===== src/rtl/mfp_rojobot_emu_pkg.sv =====
`default_nettype none
// +--------------------------------------------------------------------+
// | mfp_rojobot_emu_pkg: motion/orient codes, sensor bits, BOT_INFO    |
// | layout shared with the AHB I/O peripheral.            Rev 1.0      |
// +--------------------------------------------------------------------+
package mfp_rojobot_emu_pkg;

  typedef enum logic [3:0] {
    MOT_STOP  = 4'd0,
    MOT_FWD   = 4'd1,
    MOT_REV   = 4'd2,
    MOT_LEFT  = 4'd3,
    MOT_RIGHT = 4'd4
  } motion_e;

  localparam logic [2:0] ORIENT_N  = 3'd0;
  localparam logic [2:0] ORIENT_NE = 3'd1;
  localparam logic [2:0] ORIENT_E  = 3'd2;
  localparam logic [2:0] ORIENT_SE = 3'd3;
  localparam logic [2:0] ORIENT_S  = 3'd4;
  localparam logic [2:0] ORIENT_SW = 3'd5;
  localparam logic [2:0] ORIENT_W  = 3'd6;
  localparam logic [2:0] ORIENT_NW = 3'd7;

  localparam int SNS_XBLK = 0;
  localparam int SNS_YBLK = 1;
  localparam int SNS_OVR  = 2;
  localparam int SNS_ILL  = 3;

  // Field order fixes the bit positions of the 32-bit info word.
  typedef struct packed {
    logic [7:0] loc_x;
    logic [7:0] loc_y;
    logic [7:0] sensors;
    logic [2:0] orient;
    logic       rsvd;
    motion_e    motion;
  } bot_info_t;

  typedef struct packed {
    logic xp;
    logic xn;
    logic yp;
    logic yn;
  } step_t;

  function automatic step_t orient_step(input logic [2:0] orient);
    step_t s;
    s = '0;
    case (orient)
      ORIENT_N:  s.yp = 1'b1;
      ORIENT_NE: begin s.xp = 1'b1; s.yp = 1'b1; end
      ORIENT_E:  s.xp = 1'b1;
      ORIENT_SE: begin s.xp = 1'b1; s.yn = 1'b1; end
      ORIENT_S:  s.yn = 1'b1;
      ORIENT_SW: begin s.xn = 1'b1; s.yn = 1'b1; end
      ORIENT_W:  s.xn = 1'b1;
      default:   begin s.xn = 1'b1; s.yp = 1'b1; end
    endcase
    return s;
  endfunction

endpackage
`default_nettype wire


===== src/rtl/mfp_rojobot_motion_decode.sv =====
`default_nettype none
// +--------------------------------------------------------------------+
// | mfp_rojobot_motion_decode: motor command byte to motion code.      |
// |                                                       Rev 1.0      |
// +--------------------------------------------------------------------+
module mfp_rojobot_motion_decode
  import mfp_rojobot_emu_pkg::*;
(
  input  logic [7:0] ctrl_i,
  output motion_e    motion_o,
  output logic       illegal_o
);

  logic l_on_w;
  logic r_on_w;
  logic l_fwd_w;
  logic r_fwd_w;

  assign l_on_w  = |ctrl_i[6:4];
  assign r_on_w  = |ctrl_i[2:0];
  assign l_fwd_w = ctrl_i[7];
  assign r_fwd_w = ctrl_i[3];

  always_comb begin
    motion_o  = MOT_STOP;
    illegal_o = 1'b0;
    if (l_on_w ^ r_on_w) begin
      illegal_o = 1'b1;
    end else if (l_on_w && r_on_w) begin
      case ({l_fwd_w, r_fwd_w})
        2'b11:   motion_o = MOT_FWD;
        2'b00:   motion_o = MOT_REV;
        2'b01:   motion_o = MOT_LEFT;
        default: motion_o = MOT_RIGHT;
      endcase
    end
  end

endmodule
`default_nettype wire


===== src/rtl/mfp_rojobot_emu.sv =====
`default_nettype none
// +--------------------------------------------------------------------+
// | mfp_rojobot_emu: tick-driven robot position/orient emulator with   |
// | update handshake to the AHB I/O peripheral.           Rev 1.0      |
// +--------------------------------------------------------------------+
module mfp_rojobot_emu
  import mfp_rojobot_emu_pkg::*;
#(
  parameter int UPDATE_DIV = 1000000,
  parameter int WORLD_MAX  = 127
) (
  input  logic        HCLK,
  input  logic        HRESETn,
  input  logic [7:0]  H_BOT_CTRL,
  input  logic        H_INT_ACK,
  output logic [31:0] H_BOT_INFO,
  output logic        H_BOT_UPDATE_SYNC
);

  localparam int               CNT_W    = 25;
  localparam logic [CNT_W-1:0] DIV_LAST = CNT_W'(UPDATE_DIV - 1);
  localparam logic [7:0]       C_MAX    = 8'(WORLD_MAX);
  localparam logic [7:0]       C_HOME   = 8'(WORLD_MAX / 2);

  logic [CNT_W-1:0] div_q, div_d;
  logic [7:0]       x_q, x_d;
  logic [7:0]       y_q, y_d;
  logic [2:0]       orient_q, orient_d;
  motion_e          motion_q, motion_d;
  logic             xblk_q, xblk_d;
  logic             yblk_q, yblk_d;
  logic             ovr_q, ovr_d;
  logic             ill_q, ill_d;
  logic             sync_q, sync_d;

  logic             tick_w;
  motion_e          motion_w;
  logic             illegal_w;
  step_t            step_w;
  logic             x_up_w, x_dn_w, y_up_w, y_dn_w;
  logic             x_blk_w, y_blk_w;
  logic [7:0]       sensors_w;
  bot_info_t        info_w;

  mfp_rojobot_motion_decode u_decode (
    .ctrl_i    (H_BOT_CTRL),
    .motion_o  (motion_w),
    .illegal_o (illegal_w)
  );

  assign tick_w = (div_q == DIV_LAST);
  assign step_w = orient_step(orient_q);

  // Reverse travel uses the opposite direction of each axis component.
  assign x_up_w = ((motion_w == MOT_FWD) && step_w.xp) || ((motion_w == MOT_REV) && step_w.xn);
  assign x_dn_w = ((motion_w == MOT_FWD) && step_w.xn) || ((motion_w == MOT_REV) && step_w.xp);
  assign y_up_w = ((motion_w == MOT_FWD) && step_w.yp) || ((motion_w == MOT_REV) && step_w.yn);
  assign y_dn_w = ((motion_w == MOT_FWD) && step_w.yn) || ((motion_w == MOT_REV) && step_w.yp);

  assign x_blk_w = (x_up_w && (x_q == C_MAX)) || (x_dn_w && (x_q == 8'd0));
  assign y_blk_w = (y_up_w && (y_q == C_MAX)) || (y_dn_w && (y_q == 8'd0));

  always_comb begin
    div_d    = tick_w ? '0 : div_q + CNT_W'(1);
    x_d      = x_q;
    y_d      = y_q;
    orient_d = orient_q;
    motion_d = motion_q;
    xblk_d   = xblk_q;
    yblk_d   = yblk_q;
    ill_d    = ill_q;
    ovr_d    = ovr_q;
    sync_d   = sync_q;
    if (tick_w) begin
      motion_d = motion_w;
      ill_d    = illegal_w;
      xblk_d   = x_blk_w;
      yblk_d   = y_blk_w;
      if (x_up_w && !x_blk_w) x_d = x_q + 8'd1;
      if (x_dn_w && !x_blk_w) x_d = x_q - 8'd1;
      if (y_up_w && !y_blk_w) y_d = y_q + 8'd1;
      if (y_dn_w && !y_blk_w) y_d = y_q - 8'd1;
      if (motion_w == MOT_LEFT)  orient_d = orient_q - 3'd1;
      if (motion_w == MOT_RIGHT) orient_d = orient_q + 3'd1;
      // A tick beats a same-cycle acknowledge for both flags.
      ovr_d  = ovr_q | sync_q;
      sync_d = 1'b1;
    end else if (H_INT_ACK) begin
      ovr_d  = 1'b0;
      sync_d = 1'b0;
    end
  end

  always_ff @(posedge HCLK or negedge HRESETn) begin
    if (!HRESETn) begin
      div_q    <= '0;
      x_q      <= C_HOME;
      y_q      <= C_HOME;
      orient_q <= ORIENT_N;
      motion_q <= MOT_STOP;
      xblk_q   <= 1'b0;
      yblk_q   <= 1'b0;
      ill_q    <= 1'b0;
      ovr_q    <= 1'b0;
      sync_q   <= 1'b0;
    end else begin
      div_q    <= div_d;
      x_q      <= x_d;
      y_q      <= y_d;
      orient_q <= orient_d;
      motion_q <= motion_d;
      xblk_q   <= xblk_d;
      yblk_q   <= yblk_d;
      ill_q    <= ill_d;
      ovr_q    <= ovr_d;
      sync_q   <= sync_d;
    end
  end

  always_comb begin
    sensors_w           = '0;
    sensors_w[SNS_XBLK] = xblk_q;
    sensors_w[SNS_YBLK] = yblk_q;
    sensors_w[SNS_OVR]  = ovr_q;
    sensors_w[SNS_ILL]  = ill_q;
  end

  assign info_w = '{loc_x: x_q, loc_y: y_q, sensors: sensors_w, orient: orient_q,
                    rsvd: 1'b0, motion: motion_q};

  assign H_BOT_INFO        = info_w;
  assign H_BOT_UPDATE_SYNC = sync_q;

endmodule
`default_nettype wire


===== config.mk =====
export PLATFORM = sky130hd
export DESIGN_NAME = mfp_rojobot_emu
export DESIGN_NICKNAME = d
export VERILOG_FILES = /design/src/rtl/mfp_rojobot_emu_pkg.sv /design/src/rtl/mfp_rojobot_motion_decode.sv /design/src/rtl/mfp_rojobot_emu.sv
export SDC_FILE = /design/constraint.sdc
export NUM_CORES = 1
export LEC_CHECK = 0
export ABC_AREA = 1
export ABC_CLOCK_PERIOD_IN_PS = 5200
export CORE_MARGIN = 2
export CORE_UTILIZATION = 40
export DETAILED_ROUTE_END_ITERATION = 7
export PLACE_DENSITY = 0.57
export SLEW_MARGIN = 10
export SYNTH_ARGS = -nofsm -noshare
export SYNTH_HDL_FRONTEND = slang
export SYNTH_SLANG_ARGS = --single-unit

===== constraint.sdc =====
create_clock -name HCLK -period 5.2 [get_ports HCLK]
set_clock_uncertainty 0.05 [all_clocks]
set_input_delay 1.04 -clock HCLK [delete_from_list [all_inputs] [get_ports HCLK]]
set_output_delay 1.04 -clock HCLK [all_outputs]
set_load 0.05 [all_outputs]

After elaboration in Yosys (flattened, before gate mapping)
Index checks and enable logic that the tools add are counted.
{ "op_classes": {"addsub": 7, "n_eq_ne": 15, "mux": 18, "n_bitwise": 2, "n_reduce_logical": 42} }
{ "op_table": {"columns": ["operator", "count"], "rows": [
  ["$mux 8", 4],
  ["$add 25x1->25 const B", 1],
  ["$eq 25x20->1 const B", 1],
  ["$mux 25", 1],
  ["$logic_and 1x1->1", 17],
  ["$add 8x1->8 const B", 2],
  ["$eq 8x7->1 const B", 2],
  ["$logic_not 8->1", 2],
  ["$sub 8x1->8 const B", 2],
  ["$reduce_or 3->1", 4],
  ["$reduce_or 5->1", 2],
  ["$eq 3x3->1 const B", 3],
  ["$pmux 3 s3", 1],
  ["$eq 4x2->1 const B", 2],
  ["$mux 1", 8],
  ["$mux 4", 2],
  ["$reduce_bool 2->1", 4],
  ["$eq 3x2->1 const B", 2],
  ["$logic_or 1x1->1", 6],
  ["$mux 3", 2],
  ["$reduce_and 2->1", 3],
  ["$eq 4x1->1 const B", 1],
  ["$eq 4x3->1 const B", 1],
  ["$add 3x1->3 const B", 1],
  ["9 further kinds", 10]
]} }
{ "totals": {"reg_bits": 53, "input_bits": 11, "out_inout_bits": 33, "word_cells": 94} }

Logic depth before layout (Yosys ltp)
Gate-level depths: netlist of run 1.
{ "depth": {"ltp_word": 13, "ltp_mapped": 21, "mapped_depth_nobuf": 21} }

Cells and area by module
A second synthesis of run 1 with hierarchy kept.
{ "unflattened": {"cells_unflattened": 461, "hier_area_um2": 3689.8} }
{ "by_module_without_submodules": {"columns": ["mod", "instances", "cells_each", "area_each_um2", "seq_area_each_um2"], "rows": [
  ["mfp_rojobot_emu", 1, 445, 3612.2, 1341.3],
  ["mfp_rojobot_motion_decode", 1, 16, 77.6, 0.0]
]} }

Worst setup path before layout of run 1
OpenSTA, ideal clock, no wires.
{ "synth_path": {"path_type": "in2reg", "startpoint": "in H_BOT_CTRL[5]", "endpoint": "reg y_q[7]", "setup_time_ps": 120, "arrival_ps": 3723, "required_time_ps": 5030, "path_slack_ps": 1307, "path_stages": 21, "path_buffers": 0, "cell_sequence": "or3_1 > ha_1 > inv_1 > nand3_1 > nor2_1 > nand2_1 > nand2_1 > nand3_1 > nand2_1 > inv_1 > nand2_1 > inv_1 > ha_1 > a21oi_1 > nand2_1 > nand2_1 > nand3_1 > xor2_1 > nand2_1 > nand2_1 > nand2_1"} }
{ "synth_between": {"elab_chain_len": 13, "word_cells_on_any_way": 22, "cone_classes": "2 x eq/ne; 3 x mux; 1 x bitwise; 16 x reduce/logical"} }
{ "synth_lines": {"columns": ["element", "line", "text"], "rows": [
  ["start: declaration", "mfp_rojobot_emu.sv:14", "input logic [7:0] H_BOT_CTRL,"],
  ["$reduce_or 3->1 *", "mfp_rojobot_motion_decode.sv:19", "assign l_on_w = |ctrl_i[6:4];"],
  ["$logic_and 1x1->1", "mfp_rojobot_motion_decode.sv:29", "end else if (l_on_w && r_on_w) begin"],
  ["$mux 4", "mfp_rojobot_motion_decode.sv:29", null],
  ["$mux 4 *", "mfp_rojobot_motion_decode.sv:27", "if (l_on_w ^ r_on_w) begin"],
  ["$eq 4x1->1 / $eq 4x2->1 (equally long branches)", "mfp_rojobot_emu.sv:57, mfp_rojobot_emu.sv:58", null],
  ["$logic_and 1x1->1 (on tied branches)", "mfp_rojobot_emu.sv:57, mfp_rojobot_emu.sv:58", null],
  ["$logic_or 1x1->1 (on tied branches)", "mfp_rojobot_emu.sv:57, mfp_rojobot_emu.sv:58", null],
  ["$logic_and 1x1->1", "mfp_rojobot_emu.sv:61", "assign y_blk_w = (y_up_w && (y_q == C_MAX)) || (y_dn_w && (y_q == 8'd0));"],
  ["$logic_or 1x1->1", "mfp_rojobot_emu.sv:61", null],
  ["$logic_not 1->1", "mfp_rojobot_emu.sv:81, mfp_rojobot_emu.sv:82", null],
  ["$logic_and 1x1->1 (on tied branches)", "mfp_rojobot_emu.sv:81, mfp_rojobot_emu.sv:82", null],
  ["$reduce_bool 2->1 (no source line)", null, null],
  ["$reduce_and 2->1 (no source line)", null, null],
  ["end signal: assignment", "mfp_rojobot_emu.sv:109", "y_q <= y_d;"],
  ["end: declaration", "mfp_rojobot_emu.sv:27", "logic [7:0] y_q, y_d;"]
]} }
Mark *: on every way between the ends. The rest lies on a longest branch, timed or not.
A chain may end at the register's enable or synchronous reset.

Final worst setup path of run 1
Ends and elaborated chain as after synthesis.

==> out/metrics.cfg, run 1 <==
[clock_network]
clockRootBuffer = clkbuf_8
cts_made_buffers = 5
clk_latency_ns = 0.30
clkTransAtPathRegs_ns = 0.10
cts_hold_buffers = 0
h-tree-depth = 2
cts_tree = built
cts_setup_buffers = 0
clkSinkCount = 52
post_cts_resized = 0
clk_path_buf_depth = 2

[routing]
viasPerCell = 4.90
wirelength_mm = 7.31
drt_iter0_drc = 80
antenna_left = 0
wl_per_cell_um = 12.6
vias = 2845
drc = 0
drt_first_pass_iters = 5

[synth]
synth_top_area_share_pct = 29.0
async_flop_share_pct = 100
yosysTopAreaCell = dfrtp_1
synth_edf_count = 0
synth_top_flop_cell = dfrtp_1
synth-seq-area-share_pct = 38.2
synthTopCellsByArea = dfrtp_1, nand2_1, dfstp_2
synth_area_um2 = 3450
synth_warnings = 0
synth_common_cells = nand2_1, inv_1, nor2_1
syn_area_per_cell_um2 = 7.91
ys_ff_latch = 52
yosysUniqueCellTypes = 43
yosysMostFrequentCell = nand2_1
syn_inst = 436

[sta]
final.setup.tns_ns = 0
min_period_over_period_pct = 82.9
rsz0062_at_grt = no
fmax_mhz = 232
slew_violations = 0
setup_viol = 0
fin_crit_ns = 4.31
relSlewSlack_pct = 55.2
worstMarginPinSlew_ns = 0.672
hold_viol_final = 0
fin_ws_ns = 0.892

[worst_hold_path]
hold_path_class = reg2reg
hold_end = div_q[0]
min_from = div_q[0]
min_path_cells = 1

[status]
status = complete, no violations

[final_layout]
diodes = 0
area_delta_synth_final_pct = 16.0
fin_nets = 508
multi_input_area_um2 = 1850
seqCellArea_um2 = 1320
final_cell_area_um2 = 4000
nFillCells = 853
layout.cells.non_filler = 581
drive_gt1_share_pct = 10.1
postLayoutCoreUtil_pct = 48.2

[global_route]
gr-usage-met2_pct = 26.0
grtUsageTotal_pct = 16.0
grt_pass1_wl_mm = 12.7
antenna_found_initial = 0
use_met3_pct = 2.17
grt_pass1_vias = 2720
top_usage_layer = met2
met1_usage_pct = 22.5
gr-total-overflow = 0
grt_max_degree = 53

[critical_path]
cpMaxStageDelayCell = clkdlybuf4s50_1
startpoint_type = primary input
critPathBufInv = 4
rrSetupSlack_ns = 2.07
worstPathMaxFanout = 6
ff2ff_path_depth = 20
crit_required_ns = 5.36
crit_family = simple AND/OR/NAND/NOR gates
max_stage_delay_ns = 0.39
worst_path_most_repeated_cell = nand2_1
crit_path_end_kind = flop
cp_cell_sequence = clkdlybuf4s50_1, or3_1, ha_1, inv_1, nand3_1, nor2_1, nand2_1, nand2_1, nand3_1, nand2_1, inv_1, nand2_1, inv_1, ha_1, a21oi_1, nand2_1, nand2_1, nand3_1, xor2_1, nand2_1, nand2_1, nand2_1
crit_arrival_ns = 4.47
r2r_end = y_q[7]
crit_type = in2reg
worstReg2RegStart = orient_q[0]

[floorplan]
die_area_um2 = 9380
coreArea_um2 = 8300
die_h_um = 96.9
initial_utilization_pct = 41.5
rows = 33
io_pins = 44
die_x_um = 96.9

[pwr]
leakage_nw = 1.86
ir_drop_v = 0.0000867
power_density_nw_per_um2 = 187

[placement]
dp_slack_ns = 0.567
placed_area_um2 = 3890
dpl.hpwl_mm = 5.58
gp_congestion = 0.894
placed_cells = 573
numPortBuffers = 37

[run]
max-cap-violations = 0

## per-stage QoR
stage | hold slack (ns) | power, W
6_report | 0.414 | 0.000747
5_1_grt | 0.447 | 0.000784
4_1_cts | 0.419 | 0.000763
3_5_place_dp | 0.404 | 0.000471
3_3_place_gp | 0.394 | 0.000469
2_1_floorplan | 0.383 | 0.000452
## worst max path at each step
stage / endpoint / cells past startpoint / slack [ns] / from
floorplan: y_q[7] / 21 / 1.31 / H_BOT_CTRL[5]
global placement: y_q[7] / 22 / 0.71 / H_BOT_CTRL[5]
detailed placement: y_q[7] / 22 / 0.57 / H_BOT_CTRL[5]
CTS: y_q[7] / 22 / 0.90 / H_BOT_CTRL[5]
global route: y_q[7] / 22 / 0.46 / H_BOT_CTRL[5]
finish: y_q[7] / 22 / 0.89 / H_BOT_CTRL[5]
## sequential cells by signal, indices dropped and copies added (netlist names), 3 cells and up
signal / cells
y_q: 8
x_q: 8
div_q: 25
orient_q: 3
motion_q: 3
## area by class of cell
cell class	count	share of cell area, %
Multi-Input combinational cell	323	46.4
Tap cell	105	3.29
Clock buffer	6	1.81
Timing Repair Buffer	39	9.51
Sequential cell	52	32.9
Inverter	54	5.13
Clock inverter	2	0.970
## worst reg2reg max path, cell delays in order, from the launching register on
cell and delay (ns):
dfrtp_1 0.42, ha_1 0.23, ha_1 0.19, nor2_1 0.11, and2_1 0.17, nand2_1 0.06, nand2_1 0.13, nand3_1 0.09
nand2_1 0.13, inv_1 0.07, nand2_1 0.09, inv_1 0.12, ha_1 0.35, a21oi_1 0.15, nand2_1 0.11, nand2_1 0.07
nand3_1 0.08, xor2_1 0.23, nand2_1 0.08, nand2_1 0.06, nand2_1 0.04
## where the power goes
| part | total (W) | switching, W | internal (W) |
|---|---|---|---|
| clock network | 0.000284 | 0.000139 | 0.000146 |
| registers | 0.000405 | 0.0000000000000000000261 | 0.000405 |
| logic | 0.0000577 | 0.0000396 | 0.0000181 |
| total | 0.000747 | 0.000178 | 0.000568 |
## layout by cell type (no fill, tap or decap), types with 5 or more instances in the layout
| cell | synthesis | layout |
|---|---|---|
| a21oi_1 | 21 | 21 |
| clkbuf_8 | 0 | 5 |
| clkdlybuf4s50_1 | 0 | 36 |
| conb_1 | 1 | 6 |
| dfrtp_1 | 40 | 40 |
| dfstp_2 | 12 | 12 |
| ha_1 | 20 | 20 |
| inv_1 | 49 | 49 |
| nand2_1 | 90 | 90 |
| nand3_1 | 30 | 30 |
| nand4_1 | 13 | 13 |
| nor2_1 | 44 | 44 |
| nor2_2 | 6 | 6 |
| nor3_1 | 14 | 14 |
| o21ai_0 | 17 | 17 |
| xnor2_1 | 7 | 7 |
| xor2_1 | 18 | 18 |
## cell families after synthesis
logic type	count (synthesis)	synth area share, %
other cells	1	0.109
xor+xnor	25	6.35
simple gates	218	29.8
fa+ha+maj	22	8.42
flops	52	38.2
compound gates	52	8.60
buf+inv	66	8.60
## per-layer routing
| layer | part of all wire [%] | vias up |
|---|---|---|
| met2 | 47 | 42 |
| met3 | 2.5 | 5 |
| li1 | - | 1495 |
| met1 | 50 | 1303 |
| met4 | 1.1 | 0 |
| met5 | 0 | - |
No activity file was read; power rests on OpenSTA's default activity.
==> run 2, diff against run 1 <==
--- a/config.mk
+++ b/config.mk
@@ -6,7 +6,7 @@
 export NUM_CORES = 1
 export LEC_CHECK = 0
 export ABC_AREA = 1
-export ABC_CLOCK_PERIOD_IN_PS = 5200
+export ABC_CLOCK_PERIOD_IN_PS = 4400
 export CORE_MARGIN = 2
 export CORE_UTILIZATION = 40
 export DETAILED_ROUTE_END_ITERATION = 7
==> constraint.sdc (replaced) <==
create_clock -name HCLK -period 4.4 [get_ports HCLK]
set_clock_uncertainty 0.05 [all_clocks]
set_input_delay 0.88 -clock HCLK [delete_from_list [all_inputs] [get_ports HCLK]]
set_output_delay 0.88 -clock HCLK [all_outputs]
set_load 0.05 [all_outputs]
==> run 2 against run 1 <==
Net effect:
- clock power is essentially flat
- wire length is 0.83% lower
- via count up 0.63%
- critical path type unchanged
- largest cell class unchanged
==> out/metrics.cfg, run 2 (synthesis gave the netlist of run 1 again) <==
[status]
status = complete, no violations

[clock_network]
cts_made_buffers = 5
cts_setup_buffers = 0
clockRootBuffer = clkbuf_8
cts_hold_buffers = 0
post_cts_resized = 0
clkTransAtPathRegs_ns = 0.10
h-tree-depth = 2
clkSinkCount = 52
clk_path_buf_depth = 2
clk_latency_ns = 0.31
cts_tree = built

[final_layout]
regMostFlops = div_q
diodes = 0
final_cell_mix = nand2_1, inv_1, nor2_1
fin_nets = 508
final_common_cell = nand2_1
layout.cells.non_filler = 581
area_delta_synth_final_pct = 15.7
largest_register_ffs = 25
postLayoutCoreUtil_pct = 48.1
reg_top3 = div_q x25, x_q x8, y_q x8
drive_gt1_share_pct = 10.9

[routing]
viasPerCell = 4.93
antenna_left = 0
drc = 0
vias = 2863
wl_per_cell_um = 12.5
drt_first_pass_iters = 5
wirelength_mm = 7.25
drt_iter0_drc = 105

[pwr]
clockPowerShare_pct = 33.9
p_sw_share_pct = 26.0
ir_drop_v = 0.000120
pwr-share-comb_pct = 8.5
p_total_w = 0.000830
power_density_nw_per_um2 = 208
pwr-share-seq_pct = 57.6
p_int_w = 0.000614
p_sw_w = 0.000215
leakage_nw = 1.84

[floorplan]
io_pins = 44
initial_utilization_pct = 41.5
die_h_um = 96.9
coreArea_um2 = 8300
die_area_um2 = 9380
die_x_um = 96.9
rows = 33

[global_route]
gr-total-overflow = 0
grt_max_degree = 42
grt_pass1_vias = 2727
use_met3_pct = 2.60
met1_usage_pct = 21.8
grtUsageTotal_pct = 15.9
antenna_found_initial = 0
top_usage_layer = met2
grt_pass1_wl_mm = 12.6
gr-usage-met2_pct = 26.0

[placement]
dpl.hpwl_mm = 5.58
placed_cells = 573
numPortBuffers = 37
gp_congestion = 0.912

[sta]
final.setup.tns_ns = 0
rsz0062_at_grt = no
slew_violations = 0
relSlewSlack_pct = 38.0
fin_crit_ns = 3.99
fmax_mhz = 250
worstMarginPinSlew_ns = 0.929
min_period_over_period_pct = 90.8
hold_viol_final = 0
setup_viol = 0

[critical_path]
crit_type = in2reg
worstPathMaxFanout = 6
crit_path_end_kind = flop
crit_arrival_ns = 4.17
crit_required_ns = 4.57
startpoint_type = primary input

[run]
max-cap-violations = 0

[worst_hold_path]
hold_path_class = reg2reg

[run 2: cell count changes in the layout (fill, tap and decap cells not counted)]
cell	delta
bufinv_16	-1
clkinv_4	+1
clkinvlp_4	+1
inv_6	-1
nand2_1	-1
nand2_2	+1
nand3_1	-1
nand3_2	+1
nor2_1	-2
nor2_2	+2
[run 2: path summary, 6_finish.rpt]
kind / startpoint / end / slack (ns) / cells after the start
worst max-delay path: H_BOT_CTRL[5] / x_q[6] / 0.41 / 20
min in group asynchronous: HRESETn / div_q[6] / 0.65 / 1
worst min-delay path: div_q[0] / div_q[0] / 0.42 / 1
worst max register to register: orient_q[1] / x_q[6] / 1.28 / 20
max in group asynchronous: HRESETn / div_q[21] / 2.94 / 2
worst min register to register: div_q[0] / div_q[0] / 0.42 / 1
[run 2: power by group through the flow]
stage	registers (W)	logic (W)	clock network, W
detailed placement	0.000487	0.0000695	0
CTS	0.000478	0.0000698	0.000293
global route	0.000478	0.0000804	0.000313
global placement	0.000487	0.0000691	0
finish	0.000478	0.0000706	0.000281
floorplan	0.000487	0.0000471	0
[run 2: cell type report]
type | count | area [um2]
Clock inverter | 2 | 16.3
Sequential cell | 52 | 1320
Multi-Input combinational cell | 323 | 1870
Timing Repair Buffer | 39 | 380
Clock buffer | 6 | 72.6
Tap cell | 105 | 131
Fill cell | 832 | 4310
Inverter | 54 | 205
[run 2: critical path: stages]
cell and delay (ns):
clkdlybuf4s50_1 0.39, or3_1 0.37, ha_1 0.33, inv_1 0.13
nand3_1 0.14, nor2_2 0.17, nand3_1 0.09, nand2_1 0.09
nand2_1 0.09, nand3_1 0.16, inv_1 0.16, ha_1 0.36
a21oi_1 0.19, nand2_1 0.07, nand2_1 0.08, nand2_1 0.06
a21oi_1 0.15, xnor2_1 0.14, nand2_1 0.06, o21ai_0 0.08
[run 2: routing by layer]
| layer | up-vias | part of all wire (%) |
|---|---|---|
| li1 | 1496 | - |
| met1 | 1308 | 50 |
| met2 | 53 | 46 |
| met3 | 6 | 3.1 |
| met4 | 0 | 1.1 |
| met5 | - | 0 |
[run 2: per-stage QoR]
stage | setup WS [ns] | hold WS, ns | area [um2]
2_1_floorplan | 0.667 | 0.383 | 3470
3_3_place_gp | 0.141 | 0.396 | 3890
3_5_place_dp | 0.0361 | 0.410 | 3890
4_1_cts | 0.356 | 0.425 | 3980
5_1_grt | 0.00407 | 0.448 | 3990
6_report | 0.406 | 0.421 | 3990
==> run 3, diff against run 2 <==
--- a/config.mk
+++ b/config.mk
@@ -7,8 +7,8 @@
 export LEC_CHECK = 0
 export ABC_AREA = 1
 export ABC_CLOCK_PERIOD_IN_PS = 4400
-export CORE_MARGIN = 2
 export CORE_UTILIZATION = 40
+export CTS_CLUSTER_DIAMETER = 80
 export DETAILED_ROUTE_END_ITERATION = 7
 export PLACE_DENSITY = 0.57
 export SLEW_MARGIN = 10
==> run 3 against run 2 <==
Net effect:
- sequential share of layout area down 0.12 points
- via count down 1.6%
- critical path type unchanged
- sequential power about the same
- global-route usage up 1.7 points
- critical endpoint is now y_q[7]
- die area down 4.1%
- highest routed layer unchanged
- sequential cell count unchanged
==> out/metrics.cfg, run 3 (synthesis gave the netlist of run 1 again) <==
[critical_path]
crit_family = simple AND/OR/NAND/NOR gates
cpMaxStageDelayCell = clkdlybuf4s50_1
critPathBufInv = 4
crit_arrival_ns = 4.16
cp_cell_sequence = clkdlybuf4s50_1, or3_1, ha_1, inv_1, nand3_1, nor2_2, nand2_1, nand2_1, nand3_1, nand2_1, inv_1, nand2_1, inv_1, ha_1, a21oi_1, nand2_1, nand2_1, nand3_1, xor2_1, nand2_1, nand2_1, nand2_1
startpoint_type = primary input
crit_path_end_kind = flop
worst_path_most_repeated_cell = nand2_1
crit_type = in2reg
crit_required_ns = 4.56
worstPathMaxFanout = 6
max_stage_delay_ns = 0.39

[clock_network]
clkSinkCount = 52
clk_latency_ns = 0.31
clkTransAtPathRegs_ns = 0.09
post_cts_resized = 0
cts_tree = built
cts_hold_buffers = 0
clk_path_buf_depth = 2
clockRootBuffer = clkbuf_8
h-tree-depth = 2
cts_setup_buffers = 0
cts_made_buffers = 5

[placement]
gp_congestion = 0.865
dpl.hpwl_mm = 5.46
numPortBuffers = 37
placed_cells = 573
dp_slack_ns = -0.00618

[global_route]
gr-total-overflow = 0
grtUsageTotal_pct = 17.6
antenna_found_initial = 0
grt_max_degree = 32
grt_pass1_vias = 2652
grt_pass1_wl_mm = 12.3

[sta]
fin_crit_ns = 4.00
hold_viol_final = 0
worstMarginPinSlew_ns = 0.887
min_period_over_period_pct = 91.0
rsz0062_at_grt = no
setup_viol = 0
fin_ws_ns = 0.398
fmax_mhz = 250
relSlewSlack_pct = 40.8
slew_violations = 0

[run]
max-cap-violations = 0

[floorplan]
coreArea_um2 = 8300
die_h_um = 94.9
initial_utilization_pct = 41.5
die_area_um2 = 9000
die_x_um = 94.9
io_pins = 44
rows = 33

[final_layout]
reg_top3 = div_q x25, x_q x8, y_q x8
largest_register_ffs = 25
drive_gt1_share_pct = 10.7
diodes = 0
final_common_cell = nand2_1
area_delta_synth_final_pct = 16.1
layout.cells.non_filler = 581
fin_nets = 508
final_cell_mix = nand2_1, inv_1, nor2_1
regMostFlops = div_q

[worst_hold_path]
hold_path_class = reg2reg

[pwr]
power_density_nw_per_um2 = 219
ir_drop_v = 0.000136
leakage_nw = 1.86

[routing]
vias = 2817
viasPerCell = 4.85
drt_first_pass_iters = 4
drc = 0
drt_iter0_drc = 79
wirelength_mm = 7.05
wl_per_cell_um = 12.1
antenna_left = 0

[status]
status = complete, no violations

-- run 3: cell count changes in the layout (fill, tap and decap cells not counted), sizes merged --
cell | previous run | this run
bufinv | 0 | 1
clkbuf | 6 | 5
-- run 3: final cells by class --
cell class	instances	area (um2)
Clock buffer	5	68.8
Fill cell	822	4300
Inverter	54	205
Sequential cell	52	1320
Tap cell	105	131
Clock inverter	3	42.5
Multi-Input combinational cell	323	1860
Timing Repair Buffer	39	380
-- run 3: final timing paths --
check / startpoint / to / slack, ns / depth (start not counted)
max: H_BOT_CTRL[5] / y_q[7] / 0.40 / 22
min: div_q[0] / div_q[0] / 0.41 / 1
max reg2reg: orient_q[0] / x_q[6] / 1.35 / 20
min reg2reg: div_q[0] / div_q[0] / 0.41 / 1
max in group asynchronous: HRESETn / x_q[4] / 2.93 / 2
min in group asynchronous: HRESETn / div_q[9] / 0.55 / 1
-- run 3: worst reg2reg max path: cells and delay by family, from the launching register on --
kind | cells | cell delay (ns)
buffers and inverters | 2 | 0.30
AO/OA/AOI/OAI | 3 | 0.39
adder cells (fa/ha/maj) | 3 | 0.73
XOR/XNOR | 1 | 0.13
flip-flops | 1 | 0.42
AND/OR/NAND/NOR | 11 | 0.93
-- run 3: layer usage --
metal | GRT usage (%) | up-vias | routed length, um
met5 | 0 | - | 0
met2 | 28.3 | 37 | 3200
li1 | - | 1487 | -
met4 | 4.55 | 0 | 79
met1 | 24.2 | 1287 | 3540
met3 | 3.38 | 6 | 227
-- run 3: power by group --
part | switching [W] | total [W] | leakage, nW | internal (W)
clock network | 0.000162 | 0.000331 | 0.0541 | 0.000168
logic | 0.0000474 | 0.0000696 | 1.17 | 0.0000222
registers | 0.0000000000000000000390 | 0.000478 | 0.626 | 0.000478
-- run 3: stage by stage --
stage,TNS [ns],hold WS (ns),cell area (um2),power [W],util (%)
global route,0,0.455,4000,0.000926,48.2
finish,0,0.413,4000,0.000879,48.2
detailed placement,-0.00618,0.405,3890,0.000557,46.8
CTS,0,0.419,4000,0.000896,48.2
floorplan,0,0.383,3470,0.000534,-
global placement,0,0.396,3890,0.000556,46.8
